**config.mk**
```make
export PLATFORM = sky130hd
export DESIGN_NAME = fib_iter_flat
export DESIGN_NICKNAME = d
export VERILOG_FILES = /design/src/rtl/fib_iter_if.sv /design/src/rtl/fib_iter.sv /design/src/flat_wrapper.sv
export SDC_FILE = /design/constraint.sdc
export NUM_CORES = 1
export LEC_CHECK = 0
export ABC_AREA = 1
export CAP_MARGIN = 20
export CELL_PAD_IN_SITES_DETAIL_PLACEMENT = 0
export CELL_PAD_IN_SITES_GLOBAL_PLACEMENT = 1
export CORE_MARGIN = 1.5
export CORE_UTILIZATION = 38
export CTS_BUF_LIST = sky130_fd_sc_hd__clkbuf_4 sky130_fd_sc_hd__clkbuf_8 sky130_fd_sc_hd__clkbuf_16
export DETAILED_ROUTE_END_ITERATION = 12
export PLACE_DENSITY = 0.8
export SETUP_SLACK_MARGIN = 0.2
export SLEW_MARGIN = 10
export SYNTH_ARGS = -nofsm -noshare
export SYNTH_HDL_FRONTEND = slang
export SYNTH_SLANG_ARGS = --single-unit
```
**constraint.sdc**
```tcl
create_clock -name clk -period 1.8 [get_ports clk]
set_input_delay 0.18 -clock clk [delete_from_list [all_inputs] [get_ports clk]]
set_output_delay 0.18 -clock clk [all_outputs]
set_load 0.005 [all_outputs]
```
**src/rtl/fib_iter_if.sv**
```systemverilog
// Four-phase req/ack bus between the board top (master) and fib_iter (slave).
// The ovf signal exists only when FIB_ITER_OVF_EN is defined.
interface fib_iter_if #(
    parameter int unsigned N_IN  = 10,
    parameter int unsigned N_OUT = 24
);
    logic             req;
    logic [N_IN-1:0]  n;
    logic             ack;
    logic [N_OUT-1:0] result;
`ifdef FIB_ITER_OVF_EN
    logic             ovf;

    modport master (output req, output n, input ack, input result, input ovf);
    modport slave  (input req, input n, output ack, output result, output ovf);
`else
    modport master (output req, output n, input ack, input result);
    modport slave  (input req, input n, output ack, output result);
`endif
endinterface

```
**src/rtl/fib_iter.sv**
```systemverilog
// Iterative Fibonacci responder: one add per clock, result held with ack until req drops.
// Optional sticky overflow flag on the bus when FIB_ITER_OVF_EN is defined.
module fib_iter #(
    parameter int unsigned N_IN  = 10,
    parameter int unsigned N_OUT = 24
) (
    input  logic       clk,
    input  logic       RSTN,
    fib_iter_if.slave  bus
);
    typedef enum logic [1:0] {IDLE, CALC, DONE} state_t;

    localparam logic [N_IN-1:0]  CNT_ONE = 1;
    localparam logic [N_OUT-1:0] VAL_ONE = 1;

    state_t           state_q, state_d;
    logic [N_OUT-1:0] a_q, a_d;
    logic [N_OUT-1:0] b_q, b_d;
    logic [N_IN-1:0]  cnt_q, cnt_d;
    logic [N_OUT-1:0] result_q, result_d;
    logic             ack_q, ack_d;
    logic [N_OUT:0]   sum;
`ifdef FIB_ITER_OVF_EN
    logic             ob_q, ob_d;
    logic             oa_q, oa_d;
    logic             ovf_q, ovf_d;
`endif

    assign sum = {1'b0, a_q} + {1'b0, b_q};

    always_comb begin
        state_d  = state_q;
        a_d      = a_q;
        b_d      = b_q;
        cnt_d    = cnt_q;
        result_d = result_q;
        ack_d    = ack_q;
`ifdef FIB_ITER_OVF_EN
        ob_d     = ob_q;
        oa_d     = oa_q;
        ovf_d    = ovf_q;
`endif
        case (state_q)
            IDLE: begin
                if (bus.req) begin
                    cnt_d   = bus.n;
                    a_d     = '0;
                    b_d     = VAL_ONE;
`ifdef FIB_ITER_OVF_EN
                    ob_d    = 1'b0;
                    oa_d    = 1'b0;
`endif
                    state_d = CALC;
                end
            end
            CALC: begin
                if (!bus.req) begin
                    state_d = IDLE;
                end else if (cnt_q == '0) begin
                    result_d = a_q;
                    ack_d    = 1'b1;
`ifdef FIB_ITER_OVF_EN
                    ovf_d    = oa_q;
`endif
                    state_d  = DONE;
                end else begin
                    a_d   = b_q;
                    b_d   = sum[N_OUT-1:0];
                    cnt_d = cnt_q - CNT_ONE;
`ifdef FIB_ITER_OVF_EN
                    // a inherits b's flag; a wrap in b alone stays in ob until it shifts into a
                    oa_d  = ob_q;
                    ob_d  = ob_q | sum[N_OUT];
`endif
                end
            end
            DONE: begin
                if (!bus.req) begin
                    ack_d   = 1'b0;
                    state_d = IDLE;
                end
            end
            default: begin
                ack_d   = 1'b0;
                state_d = IDLE;
            end
        endcase
    end

    always_ff @(posedge clk or negedge RSTN) begin
        if (!RSTN) begin
            state_q  <= IDLE;
            a_q      <= '0;
            b_q      <= '0;
            cnt_q    <= '0;
            result_q <= '0;
            ack_q    <= 1'b0;
`ifdef FIB_ITER_OVF_EN
            ob_q     <= 1'b0;
            oa_q     <= 1'b0;
            ovf_q    <= 1'b0;
`endif
        end else begin
            state_q  <= state_d;
            a_q      <= a_d;
            b_q      <= b_d;
            cnt_q    <= cnt_d;
            result_q <= result_d;
            ack_q    <= ack_d;
`ifdef FIB_ITER_OVF_EN
            ob_q     <= ob_d;
            oa_q     <= oa_d;
            ovf_q    <= ovf_d;
`endif
        end
    end

    assign bus.ack    = ack_q;
    assign bus.result = result_q;
`ifdef FIB_ITER_OVF_EN
    assign bus.ovf    = ovf_q;
`endif

endmodule
```
**src/flat_wrapper.sv**
```systemverilog
// flat-port wrapper written by rule: the top's interface ports become plain ports
module fib_iter_flat 
#(
    parameter int unsigned N_IN  = 10,
    parameter int unsigned N_OUT = 24
)
  (clk, RSTN, bus_req, bus_n, bus_ack, bus_result);
  fib_iter_if #(.N_IN(N_IN), .N_OUT(N_OUT)) bus_i ();
  input  logic clk;
  input  logic RSTN;
  input wire logic [$bits(bus_i.req)-1:0] bus_req;
  input wire logic [$bits(bus_i.n)-1:0] bus_n;
  output wire logic [$bits(bus_i.ack)-1:0] bus_ack;
  output wire logic [$bits(bus_i.result)-1:0] bus_result;
  assign bus_i.req = bus_req;
  assign bus_i.n = bus_n;
  assign bus_ack = bus_i.ack;
  assign bus_result = bus_i.result;
  fib_iter #(.N_IN(N_IN), .N_OUT(N_OUT)) u_core (.clk(clk), .RSTN(RSTN), .bus(bus_i));
endmodule
```
==> flow_summary.json, run 1 <==
{
  "outcome": "finished clean",
  "clk_latency_ps": 350,
  "synth_top_area_share_pct": 41.32,
  "rsz0062_at_grt": "yes",
  "synth.area.top_cells": "dfrtp_1, nand2_1, inv_1",
  "nNetsFinal": 902,
  "yosysWarnings": 0,
  "worstSetupEndpointType": "flip-flop",
  "place.gp.congestion": 0.9409,
  "fin_ws_ps": 2.897,
  "synth_cell_types": 25,
  "die_h_um": 119.4,
  "drc": 0,
  "design_area_um2": 8035,
  "postRouteAntennaNets": 0,
  "dp_slack_ps": -89.57,
  "io_pins": 38,
  "hp-class": "primary input to async pin",
  "powerDensity_nw_per_um2": 747.8,
  "dpl_cell_area_um2": 6065,
  "start_util_pct": 38.87,
  "worstPathMaxFanout": 3,
  "grt_pass1_wl_um": 26860,
  "wl_met2_um": 8637,
  "syn_avg_cell_area_um2": 6.919,
  "fmax_mhz": 556.5,
  "final_cell_mix": "nand2_1, inv_1, dfrtp_1, buf_4, nand2_2",
  "drive_gt1_share_pct": 33.49,
  "ir_worst_vdd_uv": 398.9,
  "num_vias": 5250,
  "cts_tree": "done",
  "p_leak_nw": 3.894,
  "dr_wl_met3_um": 589,
  "synth_fp_nets": 782,
  "htreeDepth": 3,
  "setup_viol": 0,
  "min_period_ps": 1797,
  "worst_pin_slew_ps": 388.1,
  "wl_met1_um": 7476,
  "fp.coreArea_um2": 13240,
  "synth_area_leader_cell": "dfrtp_1",
  "vias_per_cell": 5.024,
  "crit_path_start_kind": "flip-flop",
  "port_buffers": 37,
  "netlist_instances": 744,
  "rows": 42,
  "wire_per_inst_um": 16.36,
  "drt_iter0_markers": 319,
  "final_util_pct": 60.68,
  "dp_hpwl_um": 9751,
  "maxCapViolCount": 0,
  "grt_remaining_overflow": 0,
  "grt_use_total_pct": 24.65,
  "n_antenna_cell": 0,
  "ys_seq_elements": 85,
  "clock_sinks": 85,
  "drv_slew": 0,
  "max_slew_margin_pct": 74.12,
  "first_pass_iters": 6,
  "hold_viol_final": 0,
  "holdWs_ps": 286.1,
  "period_share_pct": 99.84,
  "ys_seq_area_share_pct": 41.32,
  "die-area_um2": 14250,
  "layout_commonest_cell": "nand2_1",
  "syn_area_um2": 5147,
  "wl_um": 17100,
  "setup_tns_ps": 0,
  "grt_max_degree": 40,
  "grt_pass1_vias": 5273,
  "die_w_um": 119.4,
  "cts-root-buf": "clkbuf_16",
  "antenna_found_initial": 0,
  "clk_pin_slew_ps": 60,
  "clk_path_buf_depth": 2,
  "crit_type": "flip-flop to flip-flop",
  "cp.required_ps": 2030,
  "cts_buffers": 9,
  "worstPathArrival_ps": 2030,
  "area_growth_pct": 56.10,
  "clock_skew_ps": 6.648,
  "top_layer_used": "met4"
}
worst max-delay path, stage by stage (launching register included):
cell and delay [ps]:
dfrtp_1 390, ha_2 200, fa_2 350, nand2_2 80
inv_2 50, a21oi_4 200, buf_4 150, o211ai_1 90
nand3_1 90, o21ai_0 80
cell families after synthesis:
| group | share of synthesized area, % |
|---|---|
| simple gates | 29.56 |
| compound gates | 11.72 |
| buf+inv | 10.84 |
| flops | 41.32 |
| fa+ha+maj | 6.223 |
| xor+xnor | 0.3404 |
per-stage QoR:
step / instances / power (W)
CTS: 1031 / 0.005823
detailed placement: 984 / 0.003361
floorplan: 744 / 0.002907
finish: 1045 / 0.006009
global route: 1045 / 0.006302
global placement: 984 / 0.003329
area by class of cell:
type | count | area (um^2)
Timing Repair inverter | 1 | 16.27
Clock inverter | 4 | 70.07
Clock buffer | 12 | 260.3
Inverter | 122 | 479.2
Sequential cell | 85 | 2127
Multi-Input combinational cell | 517 | 3423
Timing Repair Buffer | 128 | 1439
Tap cell | 176 | 220.2
Fill cell | 1179 | 5207
sequential cells by signal (all words and copies together), names as in the netlist:
| signal | count |
|---|---|
| u_core.bus.result | 24 |
| u_core.cnt_q | 10 |
| u_core.b_q | 24 |
| u_core.a_q | 24 |
| u_core.bus.ack | 1 |
| u_core.state_q | 2 |
metal layers:
layer / global-route usage, % / vias up
met4: 10.86 / 0
met5: 0 / -
met3: 3.736 / 22
met2: 42.52 / 108
li1: - / 2594
met1: 30.53 / 2526
path summary, 6_finish.rpt:
| path | cells after the start | end | start | slack [ps] |
|---|---|---|---|---|
| max | 9 | u_core.b_q[8] | u_core.b_q[0] | 3 |
| min | 2 | u_core.bus.result[14] | RSTN | 290 |
| max reg2reg | 9 | u_core.b_q[8] | u_core.b_q[0] | 3 |
| min reg2reg | 2 | u_core.bus.result[13] | u_core.bus.result[13] | 490 |
| max in group asynchronous | 3 | u_core.bus.result[2] | RSTN | 880 |
| min in group clk | 3 | u_core.cnt_q[4] | bus_n[4] | 450 |
cells in the mapped netlist (all sizes together):
cell type	instances
xor2	2
o22ai	3
nand3b	3
nand4	6
clkbuf	5
inv	122
o211ai	1
a21oi	29
nor3	4
fa	1
dfrtp	85
ha	24
o21ai	84
nand3	60
buf	15
nor2	49
nand2	251
report_power, final:
group / leakage (nW) / internal, W / switching (W)
sequential: 1.15 / 0.00209 / 0.000193
combinational: 2.58 / 0.000792 / 0.000833
clock: 0.166 / 0.00130 / 0.000796
total: 3.89 / 0.00419 / 0.00182
what timing repair did:
| item | 4_1_cts | 5_1_grt |
|---|---|---|
| hold endpoints to repair | 26 | 0 |
| pin swaps | 19 | 35 |
| gates cloned | 12 | 0 |
| hold buffers | 1 | 0 |
| buffers inserted | 18 | 14 |
| endpoints found under the setup margin | 83 | 85 |
| gates resized for setup | 147 | 131 |
Power figures use the tool's default switching activity.
==> inputs of run 2 (changes only) <==
Settings changed: CTS_CLUSTER_DIAMETER from default to 200.
==> results of run 2 <==
Final layout, timing and power as in run 1 (identical DEF).
